## config.mk

```make
export PLATFORM = sky130hd
export DESIGN_NAME = arbitro_memoria_dados_flat
export DESIGN_NICKNAME = d
export VERILOG_FILES = /design/src/rtl/arbitro_memoria_dados_pkg.sv /design/src/rtl/arbitro_memoria_dados_if.sv /design/src/rtl/arbitro_memoria_dados_seletor_round_robin.sv /design/src/rtl/arbitro_memoria_dados.sv /design/src/flat_wrapper.sv
export SDC_FILE = /design/constraint.sdc
export NUM_CORES = 1
export LEC_CHECK = 0
export CELL_PAD_IN_SITES_DETAIL_PLACEMENT = 0
export CELL_PAD_IN_SITES_GLOBAL_PLACEMENT = 2
export CORE_AREA = 2 2 131 82
export CTS_BUF_LIST = sky130_fd_sc_hd__clkbuf_4
export DETAILED_ROUTE_END_ITERATION = 6
export DIE_AREA = 0 0 133 84
export DONT_BUFFER_PORTS = 1
export PLACE_DENSITY = 0.9
export SLEW_MARGIN = 20
export SYNTH_ARGS = -nofsm -noshare
export SYNTH_HDL_FRONTEND = slang
export SYNTH_SLANG_ARGS = --single-unit
```

## constraint.sdc

```tcl
create_clock -name Clock -period 4 [get_ports Clock]
set_input_delay 0.8 -clock Clock [delete_from_list [all_inputs] [get_ports Clock]]
set_output_delay 0.8 -clock Clock [all_outputs]
set_load 0.05 [all_outputs]
```

## src/rtl/arbitro_memoria_dados_pkg.sv

```systemverilog
// Shared types for the data-memory arbiter.
// FSM state encoding and requester port ids.
package pkg_memoria;

  typedef enum logic [1:0] {
    OCIOSO   = 2'd0,
    ACESSO   = 2'd1,
    RESPOSTA = 2'd2
  } estado_t;

  localparam logic PORTA_CPU = 1'b0;
  localparam logic PORTA_AUX = 1'b1;

endpackage

```

## src/rtl/arbitro_memoria_dados_if.sv

```systemverilog
// Requester-side bus of the data-memory arbiter.
// master: requesters (Req/We/Endereco/Dados_escrita out, Ack/Dados_leitura in).
// slave: the arbiter.
interface arbitro_memoria_dados_if #(
  parameter int DATA_WIDTH = 32,
  parameter int ADDR_WIDTH = 16
);

  logic                  Req_0;
  logic                  Req_1;
  logic                  We_0;
  logic                  We_1;
  logic [ADDR_WIDTH-1:0] Endereco_0;
  logic [ADDR_WIDTH-1:0] Endereco_1;
  logic [DATA_WIDTH-1:0] Dados_escrita_0;
  logic [DATA_WIDTH-1:0] Dados_escrita_1;
  logic                  Ack_0;
  logic                  Ack_1;
  logic [DATA_WIDTH-1:0] Dados_leitura_0;
  logic [DATA_WIDTH-1:0] Dados_leitura_1;

  modport master (
    output Req_0, Req_1, We_0, We_1,
    output Endereco_0, Endereco_1,
    output Dados_escrita_0, Dados_escrita_1,
    input  Ack_0, Ack_1,
    input  Dados_leitura_0, Dados_leitura_1
  );

  modport slave (
    input  Req_0, Req_1, We_0, We_1,
    input  Endereco_0, Endereco_1,
    input  Dados_escrita_0, Dados_escrita_1,
    output Ack_0, Ack_1,
    output Dados_leitura_0, Dados_leitura_1
  );

endinterface

```

## src/rtl/arbitro_memoria_dados_seletor_round_robin.sv

```systemverilog
// Combinational winner choice between the two requesters.
// Ports: req_0_i/req_1_i, ultimo_i (last served) -> vencedor_o, valido_o.
module seletor_round_robin
  import pkg_memoria::*;
#(
  parameter bit PRIORIDADE_FIXA = 1'b0
) (
  input  logic req_0_i,
  input  logic req_1_i,
  input  logic ultimo_i,
  output logic vencedor_o,
  output logic valido_o
);

  assign valido_o = req_0_i | req_1_i;

  always_comb begin
    vencedor_o = PORTA_CPU;
    unique case (1'b1)
      (req_0_i && req_1_i):
        vencedor_o = PRIORIDADE_FIXA ? PORTA_CPU : ~ultimo_i;
      (req_1_i && !req_0_i):
        vencedor_o = PORTA_AUX;
      default:
        vencedor_o = PORTA_CPU;
    endcase
  end

endmodule

```

## src/rtl/arbitro_memoria_dados.sv

```systemverilog
// Arbitrates two requesters onto a registered-read data memory.
// Ports: Clock, Reset, bus (slave), Ocupado, memory enables/addresses/data.
module arbitro_memoria_dados
  import pkg_memoria::*;
#(
  parameter int DATA_WIDTH      = 32,
  parameter int ADDR_WIDTH      = 16,
  parameter bit PRIORIDADE_FIXA = 1'b0
) (
  input  logic                  Clock,
  input  logic                  Reset,
  arbitro_memoria_dados_if.slave bus,
  output logic                  Ocupado,
  output logic                  Mem_Write,
  output logic                  Mem_Read,
  output logic [ADDR_WIDTH-1:0] Endereco_escrita,
  output logic [ADDR_WIDTH-1:0] Endereco_leitura,
  output logic [DATA_WIDTH-1:0] Write_Data,
  input  logic [DATA_WIDTH-1:0] Read_Data
);

  estado_t               estado_q, estado_d;
  logic                  ultimo_q, ultimo_d;
  logic                  porta_q, porta_d;
  logic                  we_q, we_d;
  logic [ADDR_WIDTH-1:0] end_q, end_d;
  logic [DATA_WIDTH-1:0] dado_q, dado_d;

  logic vencedor;
  logic valido;

  seletor_round_robin #(
    .PRIORIDADE_FIXA(PRIORIDADE_FIXA)
  ) u_seletor (
    .req_0_i   (bus.Req_0),
    .req_1_i   (bus.Req_1),
    .ultimo_i  (ultimo_q),
    .vencedor_o(vencedor),
    .valido_o  (valido)
  );

  always_comb begin
    estado_d = estado_q;
    ultimo_d = ultimo_q;
    porta_d  = porta_q;
    we_d     = we_q;
    end_d    = end_q;
    dado_d   = dado_q;
    unique case (estado_q)
      OCIOSO: begin
        if (valido) begin
          estado_d = ACESSO;
          porta_d  = vencedor;
          if (vencedor == PORTA_AUX) begin
            we_d   = bus.We_1;
            end_d  = bus.Endereco_1;
            dado_d = bus.Dados_escrita_1;
          end else begin
            we_d   = bus.We_0;
            end_d  = bus.Endereco_0;
            dado_d = bus.Dados_escrita_0;
          end
        end
      end
      ACESSO: estado_d = RESPOSTA;
      RESPOSTA: begin
        estado_d = OCIOSO;
        ultimo_d = porta_q;
      end
      default: estado_d = OCIOSO;
    endcase
  end

  // Last-served starts at AUX so CPU wins the first tie.
  always_ff @(posedge Clock) begin
    if (Reset) begin
      estado_q <= OCIOSO;
      ultimo_q <= PORTA_AUX;
      porta_q  <= PORTA_CPU;
      we_q     <= 1'b0;
      end_q    <= '0;
      dado_q   <= '0;
    end else begin
      estado_q <= estado_d;
      ultimo_q <= ultimo_d;
      porta_q  <= porta_d;
      we_q     <= we_d;
      end_q    <= end_d;
      dado_q   <= dado_d;
    end
  end

  // Reset gates the enables so an in-flight write never reaches memory.
  logic acesso;
  logic resposta;

  assign acesso   = (estado_q == ACESSO) && !Reset;
  assign resposta = (estado_q == RESPOSTA) && !Reset;

  assign Ocupado          = (estado_q != OCIOSO) && !Reset;
  assign Mem_Write        = acesso && we_q;
  assign Mem_Read         = acesso && !we_q;
  assign Endereco_escrita = acesso ? end_q : '0;
  assign Endereco_leitura = acesso ? end_q : '0;
  assign Write_Data       = acesso ? dado_q : '0;

  // Read_Data is the memory's registered output, valid in RESPOSTA.
  assign bus.Ack_0 = resposta && (porta_q == PORTA_CPU);
  assign bus.Ack_1 = resposta && (porta_q == PORTA_AUX);

  assign bus.Dados_leitura_0 =
    (bus.Ack_0 && !we_q) ? Read_Data : '0;
  assign bus.Dados_leitura_1 =
    (bus.Ack_1 && !we_q) ? Read_Data : '0;

endmodule

```

## src/flat_wrapper.sv

```systemverilog
// flat-port wrapper written by rule: the top's interface ports become plain ports
module arbitro_memoria_dados_flat import pkg_memoria::*;
#(
  parameter int DATA_WIDTH      = 32,
  parameter int ADDR_WIDTH      = 16,
  parameter bit PRIORIDADE_FIXA = 1'b0
)
  (Clock, Reset, Ocupado, Mem_Write, Mem_Read, Endereco_escrita, Endereco_leitura, Write_Data, Read_Data, bus_Req_0, bus_Req_1, bus_We_0, bus_We_1, bus_Endereco_0, bus_Endereco_1, bus_Dados_escrita_0, bus_Dados_escrita_1, bus_Ack_0, bus_Ack_1, bus_Dados_leitura_0, bus_Dados_leitura_1);
  arbitro_memoria_dados_if #(.DATA_WIDTH(DATA_WIDTH), .ADDR_WIDTH(ADDR_WIDTH)) bus_i ();
  input  logic Clock;
  input  logic Reset;
  output logic Ocupado;
  output logic Mem_Write;
  output logic Mem_Read;
  output logic [ADDR_WIDTH-1:0] Endereco_escrita;
  output logic [ADDR_WIDTH-1:0] Endereco_leitura;
  output logic [DATA_WIDTH-1:0] Write_Data;
  input  logic [DATA_WIDTH-1:0] Read_Data;
  input wire logic [$bits(bus_i.Req_0)-1:0] bus_Req_0;
  input wire logic [$bits(bus_i.Req_1)-1:0] bus_Req_1;
  input wire logic [$bits(bus_i.We_0)-1:0] bus_We_0;
  input wire logic [$bits(bus_i.We_1)-1:0] bus_We_1;
  input wire logic [$bits(bus_i.Endereco_0)-1:0] bus_Endereco_0;
  input wire logic [$bits(bus_i.Endereco_1)-1:0] bus_Endereco_1;
  input wire logic [$bits(bus_i.Dados_escrita_0)-1:0] bus_Dados_escrita_0;
  input wire logic [$bits(bus_i.Dados_escrita_1)-1:0] bus_Dados_escrita_1;
  output wire logic [$bits(bus_i.Ack_0)-1:0] bus_Ack_0;
  output wire logic [$bits(bus_i.Ack_1)-1:0] bus_Ack_1;
  output wire logic [$bits(bus_i.Dados_leitura_0)-1:0] bus_Dados_leitura_0;
  output wire logic [$bits(bus_i.Dados_leitura_1)-1:0] bus_Dados_leitura_1;
  assign bus_i.Req_0 = bus_Req_0;
  assign bus_i.Req_1 = bus_Req_1;
  assign bus_i.We_0 = bus_We_0;
  assign bus_i.We_1 = bus_We_1;
  assign bus_i.Endereco_0 = bus_Endereco_0;
  assign bus_i.Endereco_1 = bus_Endereco_1;
  assign bus_i.Dados_escrita_0 = bus_Dados_escrita_0;
  assign bus_i.Dados_escrita_1 = bus_Dados_escrita_1;
  assign bus_Ack_0 = bus_i.Ack_0;
  assign bus_Ack_1 = bus_i.Ack_1;
  assign bus_Dados_leitura_0 = bus_i.Dados_leitura_0;
  assign bus_Dados_leitura_1 = bus_i.Dados_leitura_1;
  arbitro_memoria_dados #(.DATA_WIDTH(DATA_WIDTH), .ADDR_WIDTH(ADDR_WIDTH), .PRIORIDADE_FIXA(PRIORIDADE_FIXA)) u_core (.Clock(Clock), .Reset(Reset), .bus(bus_i), .Ocupado(Ocupado), .Mem_Write(Mem_Write), .Mem_Read(Mem_Read), .Endereco_escrita(Endereco_escrita), .Endereco_leitura(Endereco_leitura), .Write_Data(Write_Data), .Read_Data(Read_Data));
endmodule
```

* Yosys cells after proc, flatten, opt, wreduce, memory -nomap -nowiden
Index checks and enable logic that the tools add are counted.
** Cells by class
- Reduce and logical (&&, ||, !) cells :: 17
- Equal/unequal tests :: 3
- Muxes and demuxes :: 10
- Bitwise gates (word level) :: 3
** Operator list (number)
- $mux W32 :: 4
- $mux W16 :: 2
- $logic_and A1 B1 Y1 :: 11
- $pmux W2 S2 :: 1
- $logic_not A1 Y1 :: 3
- $eq A2 B1 Y1 const B :: 1
- $eq A2 B2 Y1 const B :: 1
- $logic_not A2 Y1 :: 1
- $mux W2 :: 1
- $ne A2 B2 Y1 const B :: 1
- $not A1 Y1 :: 2
- $pmux W1 S2 :: 1
- $reduce_and A2 Y1 :: 1
- $reduce_bool A2 Y1 :: 1
- $mux W1 :: 1
- $or A1 B1 Y1 :: 1
** Storage, ports and cells
- Register bits after elaboration :: 53
- Output and inout bits :: 133
- Word-level logic and storage cells :: 39

* Logic depth before layout (Yosys ltp)
Gate-level depths: netlist of the first run.
- Depth after elaboration :: 5
- Mapped depth :: 6
- Gate-level depth less buffers :: 3

* Cells and area by module
From an unflattened synthesis of the first run, not the netlist that was laid out.
** Second synthesis, totals
- Cell total of the unflattened synthesis :: 419
- Area total of the unflattened synthesis :: 3377.0 um^2
** Modules (own cells, without submodules)
- arbitro_memoria_dados :: sequential area each 1061.0 um^2, cells each 417, instances 1, area each 3363.2 um^2
- seletor_round_robin :: sequential area each 0.0 um^2, cells each 2, instances 1, area each 13.8 um^2

* Least setup slack after synthesis of the first run
OpenSTA, ideal clock, no wires.
- Kind :: in2out
- Start :: in Reset
- End :: out Endereco_leitura[0]
- Arrival :: 2.192 ns
- Slack :: 1.008 ns
- Stages :: 5
- Cells stage by stage :: buf_2 -> nor3b_2 -> clkbuf_1 -> and2_1 -> buf_4
** Between the ends
- Cells in the longest elaborated chain, start to end :: 3
** Ends and longest elaborated chain
- from (decl) :: RTL line flat_wrapper.sv:11 : input logic Reset;
- $logic_not A1 Y1 :: RTL line arbitro_memoria_dados.sv:97 : assign acesso = (estado_q == ACESSO) && !Reset;
- $logic_and A1 B1 Y1 :: RTL line arbitro_memoria_dados.sv:97
- $mux W16
- to (decl) :: RTL line flat_wrapper.sv:16 : output logic [ADDR_WIDTH-1:0] Endereco_leitura;
Every way passes these cells.

* Final worst setup path of the first run
- Start :: reg u_core.estado_q[0]
- End :: out Write_Data[11]
** Between the ends
- Cells in the longest elaborated chain, start to end :: 3
** Ends and longest elaborated chain
- from (decl) :: RTL line arbitro_memoria_dados.sv:22 : estado_t estado_q, estado_d;
- from (signal assigned) :: RTL line arbitro_memoria_dados.sv:84 : estado_q <= estado_d;
- $eq A2 B1 Y1 :: RTL line arbitro_memoria_dados.sv:97
- $logic_and A1 B1 Y1 :: RTL line arbitro_memoria_dados.sv:97
- $mux W32 :: RTL line arbitro_memoria_dados.sv:105 : assign Write_Data = acesso ? dado_q : '0;
- to (decl) :: RTL line flat_wrapper.sv:17 : output logic [DATA_WIDTH-1:0] Write_Data;
Every way passes these cells.

==> results of run 1 <==
## registers in the layout, indices dropped and copies added, names as in the netlist
signal and count:
u_core.estado_q 2, u_core.end_q 16, u_core.porta_q 1, u_core.we_q 1, u_core.ultimo_q 1, u_core.dado_q 32
## worst max-delay path by stage
stage                                               start                  end  depth (start not counted)
final                     u_core.estado_q[0]$_SDFFE_PP0P_       Write_Data[11]                          3
after global routing      u_core.estado_q[0]$_SDFFE_PP0P_       Write_Data[11]                          3
after CTS                 u_core.estado_q[0]$_SDFFE_PP0P_       Write_Data[11]                          3
after detailed placement                            Reset       Write_Data[11]                          3
after global placement                              Reset        Write_Data[2]                          3
after floorplan                                     Reset  Endereco_leitura[0]                          5
## final cells by class
| cell class | count | area (um^2) | share of cell area (%) |
|---|---|---|---|
| Multi-Input combinational cell | 332 | 2010 | 57.6 |
| Clock inverter | 2 | 10.0 | 0.287 |
| Tap cell | 139 | 174 | 4.99 |
| Sequential cell | 53 | 1060 | 30.4 |
| Clock buffer | 6 | 45.0 | 1.29 |
| Timing Repair Buffer | 25 | 188 | 5.38 |
## layer usage
metal	routed length (um)	global-route usage [%]	vias to the layer above
met5	0	0	-
met4	112	4.40	0
met3	914	5.71	11
li1	-	-	1442
met1	4710	24.4	1432
met2	4340	24.4	147
## cells in the mapped netlist
library cell / number
buf_4: 17
or2_1: 1
nor4_4: 1
a311oi_1: 39
nor3_1: 2
a21oi_1: 50
nand2b_4: 1
nor2_4: 1
a211o_1: 1
a21boi_2: 1
buf_2: 25
clkbuf_2: 2
nor2_2: 1
nor3b_2: 1
clkbuf_1: 10
buf_6: 4
nor2b_1: 3
nor2_1: 3
o21ai_0: 1
or2_4: 1
and2_1: 113
buf_1: 1
a21bo_2: 1
dfxtp_1: 53
nor3_2: 1
nand2_1: 99
nand2b_1: 1
a311oi_2: 10
## metrics by stage
stage | area (um^2) | utilization [%]
6_report | 3490 | 34.5
3_5_place_dp | 3430 | 33.9
4_1_cts | 3490 | 34.5
2_1_floorplan | 3400 | -
3_3_place_gp | 3430 | 33.9
5_1_grt | 3490 | 34.5
## report_power, final
| group | total, mW | internal [mW] | switching, mW | leakage [nW] |
|---|---|---|---|---|
| clock | 0.247 | 0.0744 | 0.173 | 0.0354 |
| sequential | 0.627 | 0.589 | 0.0379 | 0.440 |
| combinational | 0.333 | 0.0989 | 0.234 | 0.880 |
| total | 1.21 | 0.762 | 0.444 | 1.36 |
## logic make-up (layout without fill, tap and decap cells)
family | after synthesis | in the layout | synth area share [%]
buffers and inverters | 59 | 33 | 10.3
and+or+nand+nor | 229 | 229 | 35.7
AOI/OAI and AO/OA | 103 | 103 | 22.8
DFF | 53 | 53 | 31.2
==> results.toml, run 1 <==
[setup_path]
reg2reg_depth = 4
crit_buf_inv = 1
cp_top_family = "simple AND/OR/NAND/NOR gates"
start_kind = "flop"
rrSetupSlack_ns = 1.92
path_max_fanout = 19
path_cells = "nor3b_4, buf_4, and2_1"
worstReg2RegStart = "u_core.estado_q[0]$_SDFFE_PP0P_"
cpPeakStageDelay_ns = 0.58
required_ns = 3.20
rr_endpoint = "u_core.dado_q[29]$_SDFFE_PP0P_"
crit_type = "flop to output port"
end_kind = "output port"
arrival_ns = 2.29
worst_path_max_delay_cell = "dfxtp_1"

[floorplan]
initial_core_util_pct = 33.6
die-area_mm2 = 0.0112
dieHeight_um = 84
rows = 29
io_pins = 267
die_w_um = 133
core_area_mm2 = 0.0101

[clock_network]
clock_sinks = 53
cts_root_buffer = "clkbuf_4"
cts_buffers = 5
insertion_delay_ns = 0.37
clk_pin_slew_worst_paths_ns = 0.15
cts_max_level = 2
cts_hold_buffers = 0
cts_tree = "yes"
post_cts_buffers = 0
clock_path_buffers = 2
cts.repair.resized = 0

[global_route]
grt_use_total_pct = 17.1
grt_antenna_before_repair = 0
grt_pass1_vias = 2810
grt_overflow = 0
grt_first_pass_wirelength_mm = 15.1
grt_max_degree = 56

[logic_synthesis]
synth_seq_area_share_pct = 31.2
mappedNetlistNets = 578
ys_ff_latch = 53
ys_warn_count = 0
synth_top_area_share_pct = 31.2
synth_cells = 444
syn-cell-area_mm2 = 0.00340
ys_top_cells_by_area = "dfxtp_1 (31%), and2_1 (21%), nand2_1 (11%)"
yosysTopAreaCell = "dfxtp_1"
post_synth_num_cell_types = 28
avgSynthCellArea_um2 = 7.66

[final_layout]
diodes = 0
final_cell_mix = "and2_1 (113), nand2_1 (99), dfxtp_1 (53), a21oi_1 (50), a311oi_1 (39)"
area_delta_synth_final_pct = 2.54
nFillCells = 1082
final_cells = 557
final_common_cell = "and2_1"
layout-drive-gt1-share_pct = 12.7
nNetsFinal = 551

[power]
power.total_mw = 1.21
p_leak_nw = 1.36
cellPowerDensity_mw_per_mm2 = 346
ir_drop_uv = 118

[hold_path]
hp-start = "Reset"
min_to = "u_core.dado_q[23]$_SDFFE_PP0P_"
min_path_cells = 1
worstHoldPathType = "input port to flop"

[timing]
rsz0062_at_grt = "no"
skew_ns = 0.0136
hold_violations = 0
hold_ws_ns = 0.480
fin_crit_sh_pct = 77.3
setup_violations = 0
fin_crit_ns = 3.09
fin_tns_setup_ns = 0
setup_slack_ns = 0.908
fmax_mhz = 323
timing.slew.headroom_pct = 32.7
worst_pin_slew_ns = 1.01
slew_viol_final = 0

[place]
post-place-cells = 549
dp_hpwl_mm = 7.17
gp_congestion = 0.766
io_buffer_count = 0
dp_slack_ns = 1.12

[route]
drt_first_pass_iters = 4
wl_mm = 10.1
viasPerCell = 5.44
ant_nets = 0
wl_per_cell_um = 18.1
drc = 0
drtIter0Drc = 180
vias = 3032

[run]
drv_cap = 0

[outcome]
status = "finished clean"
(Power assumes the default switching activity.)
==> inputs of run 2 (changes only) <==
--- a/config.mk
+++ b/config.mk
@@ -7,12 +7,12 @@
 export LEC_CHECK = 0
 export CELL_PAD_IN_SITES_DETAIL_PLACEMENT = 0
 export CELL_PAD_IN_SITES_GLOBAL_PLACEMENT = 2
-export CORE_AREA = 2 2 131 82
+export CORE_AREA = 2 2 137 85
 export CTS_BUF_LIST = sky130_fd_sc_hd__clkbuf_4
 export DETAILED_ROUTE_END_ITERATION = 6
-export DIE_AREA = 0 0 133 84
+export DIE_AREA = 0 0 139 87
 export DONT_BUFFER_PORTS = 1
-export PLACE_DENSITY = 0.9
+export PLACE_DENSITY = 0.84
 export SLEW_MARGIN = 20
 export SYNTH_ARGS = -nofsm -noshare
 export SYNTH_HDL_FRONTEND = slang
==> constraint.sdc (replaced) <==
create_clock -name Clock -period 3.14 [get_ports Clock]
set_input_delay 0.628 -clock Clock [delete_from_list [all_inputs] [get_ports Clock]]
set_output_delay 0.628 -clock Clock [all_outputs]
set_load 0.05 [all_outputs]
==> run 2 against run 1 <==
Critical path depth is the same. Critical endpoint is now Write_Data[5]. Utilization is 0.55 points higher. Global-route usage is 0.84 points lower. Count of clock-buffer cells in the layout is 1 lower. Worst setup slack worse by 0.45 ns. Clock power is 94% higher. Via count rose by 6.0%. Final cell count increased by 7.4%. Routed wire length up 5.7%. Largest cell class unchanged. Power rose by 42%. Combinational power is 32% higher. Highest routed layer unchanged. Die area grew 8.2%.
==> results.toml, run 2 (synthesis results as in run 1) <==
[clock_network]
clock_sinks = 53
cts_tree = "yes"
clock_path_buffers = 2
clk_pin_slew_worst_paths_ns = 0.16
insertion_delay_ns = 0.38
post_cts_buffers = 0
cts.repair.resized = 0
cts_max_level = 2
cts_hold_buffers = 0
cts_root_buffer = "clkbuf_4"
cts_buffers = 5

[timing]
skew_ns = 0.00884
hold_violations = 0
setup_violations = 0
worst_pin_slew_ns = 1.02
rsz0062_at_grt = "no"
slew_viol_final = 0
fmax_mhz = 373
fin_tns_setup_ns = 0
fin_crit_ns = 2.68
setup_slack_ns = 0.460
timing.slew.headroom_pct = 31.8
fin_crit_sh_pct = 85.3

[setup_path]
arrival_ns = 2.05
start_kind = "flop"
reg2reg_depth = 4
path_cells = "nor3b_4, buf_4, and2_1"
worst_path_max_delay_cell = "dfxtp_1"
crit_type = "flop to output port"
required_ns = 2.51
path_max_fanout = 38
rr_endpoint = "u_core.dado_q[15]$_SDFFE_PP0P_"
end_kind = "output port"
worstReg2RegStart = "u_core.estado_q[0]$_SDFFE_PP0P_"
cpPeakStageDelay_ns = 0.54
rrSetupSlack_ns = 1.27

[final_layout]
largestRegisters = "u_core.dado_q x32, u_core.end_q x16, u_core.estado_q x2"
diodes = 0
nFillCells = 1148
area_delta_synth_final_pct = 12.8
layout-drive-gt1-share_pct = 19.6
final_common_cell = "and2_1"
nNetsFinal = 587
largest_reg_flops = 32
top_register = "u_core.dado_q"
final_cell_mix = "and2_1 (113), nand2_1 (99), buf_4 (59), dfxtp_1 (53), a21oi_1 (50)"
fin_area_mm2 = 0.00384
post-route-util_pct = 35.0

[route]
vias = 3215
drc = 0
drt_first_pass_iters = 4
viasPerCell = 5.38
wl_mm = 10.7
drtIter0Drc = 159
ant_nets = 0
wl_per_cell_um = 17.8

[place]
dpl_cell_area_mm2 = 0.00373
dp_hpwl_mm = 7.53
dp_slack_ns = 0.815
gp_congestion = 0.761
io_buffer_count = 0

[power]
power.total_mw = 1.71
p_leak_nw = 1.58
cellPowerDensity_mw_per_mm2 = 447
ir_drop_uv = 229

[hold_path]
worstHoldPathType = "input port to flop"
min_to = "u_core.dado_q[12]$_SDFFE_PP0P_"
hp-start = "Reset"
min_path_cells = 1

[global_route]
grt_use_total_pct = 16.2
grt_overflow = 0
grt_first_pass_wirelength_mm = 15.8
grt_pass1_vias = 2963
grt_antenna_before_repair = 0
grt_max_degree = 56

[floorplan]
io_pins = 267
rows = 30
die_w_um = 139
core_area_mm2 = 0.0110
die-area_mm2 = 0.0121
initial_core_util_pct = 31.0
dieHeight_um = 87

[run]
drv_cap = 0

[outcome]
status = "finished clean"
==> run 2: layout make-up <==
| cell class | instances | area (um^2) | area share, % |
|---|---|---|---|
| clock buffers | 5 | 37.5 | 0.978 |
| clock inverters | 3 | 65.1 | 1.70 |
| multi-input cells | 332 | 2010 | 52.4 |
| flip-flops and latches | 53 | 1060 | 27.6 |
| well taps | 144 | 180 | 4.70 |
| repair buffers | 61 | 483 | 12.6 |
==> run 2: per-layer routing <==
layer	up-vias	wire, um	global-route usage (%)
met5	-	0	0
met4	0	30	2.48
met3	2	895	4.89
met2	155	5000	26.7
met1	1545	4720	21.6
li1	1513	-	-
==> run 2: how the worst max path moves through the flow <==
| stage | cells after the start | startpoint | to | slack (ns) |
|---|---|---|---|---|
| final | 3 | u_core.estado_q[0]$_SDFFE_PP0P_ | Write_Data[5] | 0.46 |
| after global routing | 3 | u_core.estado_q[0]$_SDFFE_PP0P_ | Write_Data[7] | 0.31 |
| after CTS | 3 | u_core.estado_q[0]$_SDFFE_PP0P_ | Write_Data[16] | 0.40 |
| after detailed placement | 4 | Reset | bus_Dados_leitura_0[31] | 0.82 |
| after global placement | 3 | Reset | Write_Data[26] | 0.84 |
| after floorplan | 5 | Reset | Endereco_leitura[0] | 0.49 |
==> run 2: critical path, delay by kind of cell, from the launching register on <==
family                 cells  cell delay [ns]
AND/OR/NAND/NOR            2             0.76
flip-flops                 1             0.54
buffers and inverters      1             0.36
==> run 2: through the flow <==
step                instances  hold WS (ns)
finish                    598         0.293
global route              598         0.242
CTS                       598         0.264
detailed placement        590         0.501
global placement          590         0.492
floorplan                 444         0.488
==> run 2: power by group <==
| group | total [mW] | internal [mW] | switching, mW |
|---|---|---|---|
| Clock | 0.478 | 0.247 | 0.231 |
| Sequential | 0.795 | 0.750 | 0.0449 |
| Combinational | 0.441 | 0.137 | 0.304 |
==> inputs of run 3 (changes only) <==
--- a/config.mk
+++ b/config.mk
@@ -7,10 +7,10 @@
 export LEC_CHECK = 0
 export CELL_PAD_IN_SITES_DETAIL_PLACEMENT = 0
 export CELL_PAD_IN_SITES_GLOBAL_PLACEMENT = 2
-export CORE_AREA = 2 2 137 85
+export CORE_AREA = 10 10 145 93
 export CTS_BUF_LIST = sky130_fd_sc_hd__clkbuf_4
 export DETAILED_ROUTE_END_ITERATION = 6
-export DIE_AREA = 0 0 139 87
+export DIE_AREA = 0 0 155 103
 export DONT_BUFFER_PORTS = 1
 export PLACE_DENSITY = 0.84
 export SLEW_MARGIN = 20
==> run 3 against run 2 <==
Sequential power is essentially flat. Design area decreased by 1.5%. Worst setup slack worse by 0.17 ns. Via count decreased by 2.9%. Fmax fell by 6.1%. Critical path type unchanged. Largest cell class unchanged. Highest routed layer unchanged.
==> results.toml, run 3 (synthesis results as in run 1) <==
[outcome]
status = "finished clean"

[timing]
worst_pin_slew_ns = 0.653
slew_viol_final = 0
fmax_mhz = 350
fin_crit_ns = 2.85
fin_tns_setup_ns = 0
setup_violations = 0
fin_crit_sh_pct = 90.9
skew_ns = 0.0111
rsz0062_at_grt = "no"
timing.slew.headroom_pct = 56.4
setup_slack_ns = 0.286
hold_violations = 0

[floorplan]
die-area_mm2 = 0.0160
die_w_um = 155
initial_core_util_pct = 30.9
core_area_mm2 = 0.0110
io_pins = 267
rows = 30
dieHeight_um = 103

[clock_network]
cts_max_level = 2
cts.repair.resized = 0
cts_buffers = 5
post_cts_buffers = 0
clock_path_buffers = 2
clock_sinks = 53
cts_tree = "yes"
cts_root_buffer = "clkbuf_4"
insertion_delay_ns = 0.38
clk_pin_slew_worst_paths_ns = 0.16
cts_hold_buffers = 0

[global_route]
grt_antenna_before_repair = 0
grt_max_degree = 56
grt_overflow = 0
grt_use_total_pct = 14.3
grt_first_pass_wirelength_mm = 18.2
grt_pass1_vias = 3152

[setup_path]
path_max_fanout = 21
path_cells = "nor3b_4, buf_4, and2_1"
arrival_ns = 2.23
start_kind = "flop"
crit_type = "flop to output port"
cpPeakStageDelay_ns = 0.55
required_ns = 2.51
end_kind = "output port"
worst_path_max_delay_cell = "dfxtp_1"

[final_layout]
nFillCells = 1171
area_delta_synth_final_pct = 11.1
top_register = "u_core.dado_q"
final_common_cell = "and2_1"
largestRegisters = "u_core.dado_q x32, u_core.end_q x16, u_core.estado_q x2"
layout-drive-gt1-share_pct = 19.4
final_cell_mix = "and2_1 (113), nand2_1 (99), buf_4 (61), dfxtp_1 (53), a21oi_1 (50)"
largest_reg_flops = 32
nNetsFinal = 588
diodes = 0

[place]
gp_congestion = 0.779
dp_hpwl_mm = 9.67
io_buffer_count = 0
dp_slack_ns = 0.634

[run]
drv_cap = 0

[hold_path]
worstHoldPathType = "input port to flop"

[route]
wl_mm = 12.8
vias = 3121
drt_first_pass_iters = 4
drtIter0Drc = 156
viasPerCell = 5.22
ant_nets = 0
drc = 0
wl_per_cell_um = 21.4

[power]
ir_drop_uv = 134
p_leak_nw = 1.55
cellPowerDensity_mw_per_mm2 = 408
==> run 3: cell count changes in the layout (fill, tap and decap cells not counted), sizes merged <==
cell and delta:
clkbuf +1, bufinv -2, buf +1
==> run 3: final timing paths <==
path / cells after the start / startpoint / end / slack (ns)
max: 3 / u_core.estado_q[0]$_SDFFE_PP0P_ / Write_Data[19] / 0.29
min: 1 / Reset / u_core.dado_q[17]$_SDFFE_PP0P_ / 0.30
max reg2reg: 4 / u_core.estado_q[0]$_SDFFE_PP0P_ / u_core.end_q[6]$_SDFFE_PP0P_ / 1.26
min reg2reg: 2 / u_core.dado_q[0]$_SDFFE_PP0P_ / u_core.dado_q[0]$_SDFFE_PP0P_ / 0.52
==> run 3: per-layer routing <==
layer  wire [um]  global-route usage (%)  vias up  part of all wire (%)
met5           0                       0        -                     0
met4          70                    2.75        0                  0.55
met3        1570                    7.54        7                    12
met2        5830                    22.3      153                    46
met1        5310                    17.3     1448                    42
li1            -                       -     1513                     -
==> run 3: layout make-up <==
type                    count  area (um^2)  area share, %
repair buffers             62          478           12.6
well taps                 144          180           4.77
multi-input cells         332         2010           53.2
flip-flops and latches     53         1060           28.1
clock buffers               6         45.0           1.19
clock inverters             1         3.75         0.0993
==> run 3: per-stage QoR <==
step	std cells	util, %	instance area [um^2]	total power [mW]	hold WS (ns)
finish	598	34.4	3780	1.54	0.297
global route	598	34.4	3780	1.64	0.249
CTS	598	34.4	3780	1.58	0.266
detailed placement	591	33.9	3730	1.25	0.506
global placement	591	33.9	3730	1.24	0.495
floorplan	444	-	3400	1.18	0.488
==> run 3: where the power goes <==
group          total [mW]  internal (mW)  switching [mW]
clock network       0.309         0.0908           0.218
logic               0.437          0.133           0.303
registers           0.797          0.750          0.0465
==> run 3: worst max-delay path: cells and delay by family (launching register included) <==
kind / cells / cell delay (ns)
buffers and inverters: 1 / 0.33
flip-flops: 1 / 0.55
AND/OR/NAND/NOR: 2 / 0.96
